File: config.mk
export PLATFORM = sky130hd
export DESIGN_NAME = lab00_debounce
export DESIGN_NICKNAME = d
export VERILOG_FILES = /design/src/rtl/lab00_debounce_pkg.sv /design/src/rtl/lab00_sync2.sv /design/src/rtl/lab00_debounce.sv
export SDC_FILE = /design/constraint.sdc
export NUM_CORES = 1
export LEC_CHECK = 0
export CAP_MARGIN = 10
export CORE_MARGIN = 3
export CORE_UTILIZATION = 33
export CTS_BUF_LIST = sky130_fd_sc_hd__clkbuf_8
export DETAILED_ROUTE_END_ITERATION = 10
export PLACE_DENSITY_LB_ADDON = 0.12
export SYNTH_ARGS = -nofsm -noshare
export SYNTH_HDL_FRONTEND = slang
export SYNTH_SLANG_ARGS = --single-unit
File: constraint.sdc
create_clock -name i_clk -period 1.6 [get_ports i_clk]
set_input_delay 0.24 -clock i_clk [delete_from_list [all_inputs] [get_ports i_clk]]
set_output_delay 0.24 -clock i_clk [all_outputs]
set_load 0.01 [all_outputs]
File: src/rtl/lab00_debounce_pkg.sv
// Shared definitions for the lab00 debouncer: FSM state encodings, reset values
// and the sample-counter width helper.
package lab00_debounce_pkg;

   typedef enum logic [1:0] {
      ST_LOW     = 2'd0,
      ST_TO_HIGH = 2'd1,
      ST_HIGH    = 2'd2,
      ST_TO_LOW  = 2'd3
   } state_t;

   localparam state_t RST_STATE = ST_LOW;
   localparam logic   RST_SYNC  = 1'b0;
   localparam logic   RST_LEVEL = 1'b0;
   localparam logic   RST_PULSE = 1'b0;

   // A one-sample filter still needs a 1-bit counter so the vector is never zero-width.
   function automatic int cnt_width(input int stable_cycles);
      return (stable_cycles > 1) ? $clog2(stable_cycles) : 1;
   endfunction

endpackage

File: src/rtl/lab00_sync2.sv
// Two-flop synchronizer for bringing an asynchronous signal into the i_clk domain.
module lab00_sync2 #(
   parameter int               WIDTH   = 1,
   parameter logic [WIDTH-1:0] RST_VAL = '0
) (
   input  logic             i_clk,
   input  logic             i_rst,
   input  logic [WIDTH-1:0] i_d,
   output logic [WIDTH-1:0] o_q
);

   logic [WIDTH-1:0] meta;

   always_ff @(posedge i_clk or posedge i_rst) begin
      if (i_rst) begin
         meta <= RST_VAL;
         o_q  <= RST_VAL;
      end else begin
         meta <= i_d;
         o_q  <= meta;
      end
   end

endmodule

File: src/rtl/lab00_debounce.sv
// Debounces a raw button into a clean level, one-cycle rise/fall pulses and a
// wrapping press counter. o_state exposes the FSM state for observation.
module lab00_debounce
   import lab00_debounce_pkg::*;
#(
   parameter int STABLE_CYCLES = 4,
   parameter int CNT_W         = 8
) (
   input  logic             i_clk,
   input  logic             i_rst,
   input  logic             i_btn,
   output logic             o_level,
   output logic             o_rise,
   output logic             o_fall,
   output logic [CNT_W-1:0] o_presses,
   output logic [1:0]       o_state
);

   localparam int          CW   = cnt_width(STABLE_CYCLES);
   localparam logic [CW-1:0] LAST = CW'(STABLE_CYCLES - 1);

   logic             s;
   state_t           state;
   state_t           state_nxt;
   logic [CW-1:0]    cnt;
   logic [CW-1:0]    cnt_nxt;
   logic             accept_rise;
   logic             accept_fall;
   logic             level_nxt;
   logic [CNT_W-1:0] presses_nxt;

   lab00_sync2 #(
      .WIDTH   (1),
      .RST_VAL (RST_SYNC)
   ) u_sync (
      .i_clk (i_clk),
      .i_rst (i_rst),
      .i_d   (i_btn),
      .o_q   (s)
   );

   always_ff @(posedge i_clk or posedge i_rst) begin
      if (i_rst) begin
         state     <= RST_STATE;
         cnt       <= '0;
         o_level   <= RST_LEVEL;
         o_rise    <= RST_PULSE;
         o_fall    <= RST_PULSE;
         o_presses <= '0;
      end else begin
         state     <= state_nxt;
         cnt       <= cnt_nxt;
         o_level   <= level_nxt;
         o_rise    <= accept_rise;
         o_fall    <= accept_fall;
         o_presses <= presses_nxt;
      end
   end

   // cnt counts consecutive samples that disagree with the current level.
   always_comb begin
      state_nxt   = state;
      cnt_nxt     = cnt;
      accept_rise = 1'b0;
      accept_fall = 1'b0;
      case (state)
         ST_LOW: begin
            if (s) begin
               if (STABLE_CYCLES == 1) begin
                  accept_rise = 1'b1;
               end else begin
                  state_nxt = ST_TO_HIGH;
                  cnt_nxt   = CW'(1);
               end
            end
         end
         ST_TO_HIGH: begin
            if (!s) begin
               state_nxt = ST_LOW;
               cnt_nxt   = '0;
            end else if (cnt == LAST) begin
               accept_rise = 1'b1;
            end else begin
               cnt_nxt = cnt + CW'(1);
            end
         end
         ST_HIGH: begin
            if (!s) begin
               if (STABLE_CYCLES == 1) begin
                  accept_fall = 1'b1;
               end else begin
                  state_nxt = ST_TO_LOW;
                  cnt_nxt   = CW'(1);
               end
            end
         end
         ST_TO_LOW: begin
            if (s) begin
               state_nxt = ST_HIGH;
               cnt_nxt   = '0;
            end else if (cnt == LAST) begin
               accept_fall = 1'b1;
            end else begin
               cnt_nxt = cnt + CW'(1);
            end
         end
         default: begin
            state_nxt = ST_LOW;
            cnt_nxt   = '0;
         end
      endcase
      if (accept_rise) begin
         state_nxt = ST_HIGH;
         cnt_nxt   = '0;
      end
      if (accept_fall) begin
         state_nxt = ST_LOW;
         cnt_nxt   = '0;
      end
      level_nxt   = (state_nxt == ST_HIGH) || (state_nxt == ST_TO_LOW);
      presses_nxt = accept_rise ? o_presses + CNT_W'(1) : o_presses;
   end

   assign o_state = state;

endmodule
==> results.sh, run 1 <==
export IMPL_synthAdderAreaFrac=0.0178
export IMPL_synth_compound_area_share=0.0143
export IMPL_cts_max_level=1
export IMPL_p_per_area_mw_per_mm2=1390
export IMPL_clkSlewWorstSetupHoldPaths_ps=70
export IMPL_coreArea_sq_mm=0.00198
export IMPL_die_x_um=52.1
export IMPL_dpl_hpwl_um=897
export IMPL_seq_area_frac_synth=0.606
export IMPL_areaGrowthSynthToFinish_pct=33.9
export IMPL_finalWeightedCongestion=0.701
export IMPL_fin_skew_ps=3.49
export IMPL_cts_setup_buffers=0
export IMPL_syn_cell_area_sq_um=702
export IMPL_hp_class="input pin to asynchronous set/reset pin"
export IMPL_ys_types=23
export IMPL_drive_gt1_frac=0.122
export IMPL_dp_cells=97
export IMPL_p_total_w=0.00131
export IMPL_tightest_slew_ps=290
export IMPL_io_pin_count=16
export IMPL_drv_slew=0
export IMPL_die_h_um=52.1
export IMPL_fp_row_count=16
export IMPL_seqCellArea_sq_um=427
export IMPL_critPathMaxFanout=6
export IMPL_synth_simple_gate_area_share=0.223
export IMPL_synth_nets=58
export IMPL_ctsResizeCount=0
export IMPL_layout_setup_ws_ps=89.6
export IMPL_ys_ff_latch=17
export IMPL_synth_top_family_by_area="simple AND/OR/NAND/NOR gates"
export IMPL_cts_sinks=17
export IMPL_critPathBufInv=1
export IMPL_switching_share=0.314
export IMPL_startpoint_type="flip-flop"
export IMPL_synth_xor_area_frac=0.112
export IMPL_cp_slowest_cell="clkdlybuf4s50_1"
export IMPL_cts_buffer_depth=2
export IMPL_initial_utilization=0.354
export IMPL_slew_headroom=0.806
export IMPL_worstPathArrival_ps=1270
export IMPL_path_class="flip-flop to output pin"
export IMPL_antenna_cells=0
export IMPL_pwr_share_comb=0.271
export IMPL_synth_avg_cell_area_sq_um=13.0
export IMPL_setup_tns_final_ps=0
export IMPL_dp_slack_ps=277
export IMPL_drt_total_wl_um=1230
export IMPL_wl_per_cell_um=12.1
export IMPL_switchingPower_w=0.000410
export IMPL_drt_pass1_iterations=2
export IMPL_grt_first_pass_wirelength_um=2150
export IMPL_path_cells="clkdlybuf4s50_1"
export IMPL_setup_viol=0
export IMPL_reg2reg_setup_slack_ps=290
export IMPL_min_period_over_period=0.944
export IMPL_max_vdd_ir_drop_mv=0.714
export IMPL_vias_per_cell=4.58
export IMPL_endpoint_kind="output pin"
export IMPL_io_buffers=15
export IMPL_hold_violations=0
export IMPL_cp_required_ps=1360
export IMPL_p_leak_nw=0.433
export IMPL_clk_latency_ps=250
export IMPL_antenna_found_initial=0
export IMPL_fin_crit_ps=1510
export IMPL_critPathTopFamily="buffers and inverters"
export IMPL_synth_cells=54
export IMPL_final_cells=101
export IMPL_nets=79
export IMPL_crit_path_max_incr_delay_ps=580
export IMPL_multiInputGateArea_sq_um=273
export IMPL_timing_fmax_mhz=662
export IMPL_numCtsBuffers=3
export IMPL_vias=463
export IMPL_p_int_w=0.000897
export IMPL_drtIter0Drc=1
export IMPL_grt_max_degree=18
export IMPL_grt_overflow_total=0
export IMPL_cts_root_buffer="clkbuf_8"
export IMPL_grt_total_usage=0.110
export IMPL_pwr_share_clk=0.236
export IMPL_synth_mux_area_frac=0.0214
export IMPL_yosysWarningCount=0
export IMPL_grt_pass1_vias=493
export IMPL_cts_tree="yes"
export IMPL_num_fill_cells=180
export IMPL_drc=0
export IMPL_postCtsHoldBufs=0
export IMPL_grt_setup_unrepaired="no"
export IMPL_seq_power_share=0.494
export IMPL_die_area_sq_mm=0.00272
export IMPL_maxCapViolations=0
export IMPL_antenna_left=0
export IMPL_status="finished clean"
-- final cells by class --
| type | count | area share |
|---|---|---|
| Clock inverter | 1 | 0.00399 |
| Sequential cell | 17 | 0.454 |
| Multi-Input combinational cell | 36 | 0.290 |
| Inverter | 1 | 0.00399 |
| Tap cell | 27 | 0.0360 |
| Clock buffer | 3 | 0.0439 |
| Timing Repair Buffer | 16 | 0.168 |
-- cell usage after synthesis --
| cell type | instances | area (sq um) |
|---|---|---|
| dfrtp_1 | 17 | 425 |
| xor2_1 | 6 | 52.6 |
| nand2_1 | 5 | 18.8 |
| nand3_1 | 3 | 15.0 |
| xnor2_1 | 3 | 26.3 |
| nor2_1 | 2 | 7.51 |
| nor3b_1 | 2 | 15.0 |
| a21oi_1 | 1 | 5.00 |
| and2_1 | 1 | 6.26 |
| and3_1 | 1 | 6.26 |
| and3_2 | 1 | 7.51 |
| and4_1 | 1 | 8.76 |
| and4b_1 | 1 | 10.0 |
| ha_1 | 1 | 12.5 |
| inv_1 | 1 | 3.75 |
| mux2_4 | 1 | 15.0 |
| nand2b_1 | 1 | 6.26 |
| nand3_4 | 1 | 17.5 |
| nand3b_1 | 1 | 7.51 |
| nand4_1 | 1 | 6.26 |
| nor3_1 | 1 | 5.00 |
| nor3b_4 | 1 | 18.8 |
| o21ai_0 | 1 | 5.00 |
-- routing by layer --
layer | vias to the layer above | GRT usage | share of wire
li1 | 223 | - | -
met1 | 228 | 0.137 | 0.44
met2 | 10 | 0.172 | 0.51
met3 | 2 | 0.0258 | 0.029
met4 | 0 | 0.0655 | 0.015
met5 | - | 0 | 0
-- worst paths after layout --
path                                   from      endpoint  cells past startpoint
worst min register to register  u_sync.meta    u_sync.o_q                      0
min in group i_clk              u_sync.meta    u_sync.o_q                      0
max in group asynchronous             i_rst    o_state[1]                      3
worst max register to register       cnt[0]  o_presses[1]                      3
worst max-delay path             o_state[0]    o_state[0]                      1
worst min-delay path                  i_rst  o_presses[6]                      3
-- cells in the final DEF, fill, tap and decap left out, types with 2 or more instances in the layout --
cell type,instances
nand3_1,3
nand2_1,5
inv_1,2
clkbuf_8,3
nor3b_1,2
xor2_1,6
xnor2_1,3
clkdlybuf4s50_1,15
nor2_1,2
dfrtp_1,16
-- kinds of logic (layout without fill, tap and decap cells) --
logic type | Yosys count | in the layout
mux | 1 | 1
buf+inv | 1 | 21
fa+ha+maj | 1 | 1
flops | 17 | 17
compound gates | 2 | 2
xor+xnor | 9 | 9
simple gates | 23 | 23
-- through the flow --
stage	area, sq um	util	hold WS, ps
6_report	940	0.474	302
4_1_cts	938	0.473	313
5_1_grt	940	0.474	337
3_5_place_dp	893	0.451	342
2_1_floorplan	702	-	166
3_3_place_gp	893	0.451	342
-- power by group through the flow --
stage	sequential [W]	combinational (W)	clock, W
4_1_cts	0.000645	0.000363	0.000312
3_3_place_gp	0.000644	0.000359	0
6_report	0.000645	0.000354	0.000308
2_1_floorplan	0.000659	0.000161	0
5_1_grt	0.000661	0.000387	0.000338
3_5_place_dp	0.000653	0.000360	0
-- registers in the layout (all words and copies together) (netlist names) --
| name | flops |
|---|---|
| o_rise | 1 |
| o_fall | 1 |
| o_state | 2 |
| o_presses | 8 |
| cnt | 2 |
| o_level | 1 |
| u_sync.meta | 1 |
| u_sync.o_q | 1 |
Note: power is estimated with default switching activity, not from simulation.
==> run 2: changes to the inputs <==
Settings changed: DONT_BUFFER_PORTS set to 1.
==> run 2 against run 1 <==
Against the previous run:
- final cell count shrank 14%
- sequential power grew 2%
- maximum frequency grew 15%
- die area is the same
- sequential share of layout area grew 7.9 points
- power shrank 8.1%
- largest cell class unchanged
==> results.sh, run 2 (synthesis results as in run 1) <==
export IMPL_setup_viol=0
export IMPL_drc=0
export IMPL_cp_slowest_cell="dfrtp_1"
export IMPL_clkSlewWorstSetupHoldPaths_ps=70
export IMPL_finalWeightedCongestion=0.654
export IMPL_clk_latency_ps=250
export IMPL_critPathMaxFanout=7
export IMPL_fin_crit_ps=1310
export IMPL_areaGrowthSynthToFinish_pct=13.7
export IMPL_cp_required_ps=1730
export IMPL_largest_register="o_presses"
export IMPL_endpoint_kind="flip-flop"
export IMPL_die_h_um=52.1
export IMPL_cts_root_buffer="clkbuf_8"
export IMPL_layout_common_cells="dfrtp_1 (17), xor2_1 (6), nand2_1 (5)"
export IMPL_dpl_hpwl_um=848
export IMPL_cts_sinks=17
export IMPL_path_cells="nand3_4 -> nor3b_4 -> mux2_4"
export IMPL_final_cells=87
export IMPL_hp_class="input pin to flip-flop"
export IMPL_ctsResizeCount=0
export IMPL_status="finished clean"
export IMPL_layout_setup_ws_ps=289
export IMPL_tightest_slew_ps=657
export IMPL_dp_slack_ps=303
export IMPL_grt_max_degree=18
export IMPL_drt_pass1_iterations=3
export IMPL_startpoint_type="flip-flop"
export IMPL_p_leak_nw=0.385
export IMPL_io_pin_count=16
export IMPL_cts_max_level=1
export IMPL_min_period_over_period=0.819
export IMPL_slew_headroom=0.561
export IMPL_grt_setup_unrepaired="no"
export IMPL_seqCellArea_sq_um=425
export IMPL_largest_reg_flops=8
export IMPL_crit_path_max_incr_delay_ps=440
export IMPL_maxCapViolations=0
export IMPL_antenna_left=0
export IMPL_vias_per_cell=4.60
export IMPL_post_route_util=0.403
export IMPL_worstPathArrival_ps=1450
export IMPL_die_area_sq_mm=0.00272
export IMPL_wl_per_cell_um=13.9
export IMPL_path_class="flip-flop to flip-flop"
export IMPL_initial_utilization=0.354
export IMPL_nets=65
export IMPL_crit_path_end="o_presses[1]"
export IMPL_drtIter0Drc=4
export IMPL_multiInputGateArea_sq_um=273
export IMPL_vias=400
export IMPL_crit_reg2reg_launch="cnt[0]"
export IMPL_drv_slew=0
export IMPL_num_fill_cells=189
export IMPL_dp_cells=82
export IMPL_fin_skew_ps=1.69
export IMPL_drt_total_wl_um=1210
export IMPL_grt_overflow_total=0
export IMPL_timing_fmax_mhz=763
export IMPL_fp_row_count=16
export IMPL_final_common_cell="dfrtp_1"
export IMPL_rr_worst_depth=3
export IMPL_io_buffers=0
export IMPL_cts_buffer_depth=2
export IMPL_die_x_um=52.1
export IMPL_drive_gt1_frac=0.133
export IMPL_hold_violations=0
export IMPL_setup_tns_final_ps=0
export IMPL_crit_start="cnt[0]"
export IMPL_rr_endpoint="o_presses[1]"
export IMPL_coreArea_sq_mm=0.00198
export IMPL_numCtsBuffers=3
export IMPL_cts_tree="yes"
export IMPL_grt_pass1_vias=413
export IMPL_cts_setup_buffers=0
export IMPL_reg2reg_setup_slack_ps=290
export IMPL_max_vdd_ir_drop_mv=0.898
export IMPL_antenna_found_initial=0
export IMPL_p_per_area_mw_per_mm2=1500
export IMPL_whs_ps=15.8
export IMPL_grt_total_usage=0.104
export IMPL_antenna_cells=0
export IMPL_grt_first_pass_wirelength_um=1980
==> run 2: changes by cell type in the layout (fill, tap and decap cells not counted), sizes merged <==
cell           change
clkdlybuf4s50     -15
dlygate4sd3        +1
==> run 2: metrics by stage <==
| stage | total power [W] | area, sq um |
|---|---|---|
| after floorplan | 0.000819 | 702 |
| after global placement | 0.000901 | 743 |
| after detailed placement | 0.000902 | 743 |
| after CTS | 0.00121 | 798 |
| after global routing | 0.00128 | 798 |
| final | 0.00120 | 798 |
==> run 2: worst min path at each step <==
stage	endpoint	slack, ps	startpoint	cells after the start
2_1_floorplan	cnt[0]	170	i_rst	1
3_3_place_gp	o_presses[6]	250	i_rst	1
3_5_place_dp	o_presses[6]	260	i_rst	1
4_1_cts	u_sync.meta	10	i_btn	0
5_1_grt	u_sync.meta	0.9	i_btn	0
6_report	u_sync.meta	20	i_btn	0
==> run 2: layout make-up <==
class / count / area share
timing repair buffer: 2 / 0.0219
inverter: 1 / 0.00470
sequential: 17 / 0.533
tap: 27 / 0.0423
multi-input combinational: 36 / 0.342
clock buffer: 3 / 0.0517
clock inverter: 1 / 0.00470
==> run 2: routing by layer <==
| metal | vias up | share of wire | global-route usage | wire [um] |
|---|---|---|---|---|
| met5 | - | 0 | 0 | 0 |
| met4 | 0 | 0.016 | 0.0655 | 19 |
| met3 | 2 | 0.050 | 0.0430 | 60 |
| met2 | 9 | 0.44 | 0.134 | 526 |
| met1 | 196 | 0.50 | 0.141 | 600 |
| li1 | 193 | - | - | - |
==> run 2: critical path: cells and delay by family, from the launching register on <==
| family | cells | cell delay, ps |
|---|---|---|
| flip-flops | 1 | 440 |
| AND/OR/NAND/NOR | 2 | 430 |
| multiplexers | 1 | 320 |
==> run 2: power breakdown <==
part	internal (W)	leakage (nW)	switching [W]
Clock	0.000170	0.0269	0.000144
Sequential	0.000517	0.222	0.000142
Combinational	0.000116	0.136	0.000111
Total	0.000803	0.385	0.000398
==> run 2: timing repair <==
action                                  in CTS  in global routing
hold buffers                                 1                  0
hold endpoints to repair                    17                  0
endpoints found under the setup margin       0                  0
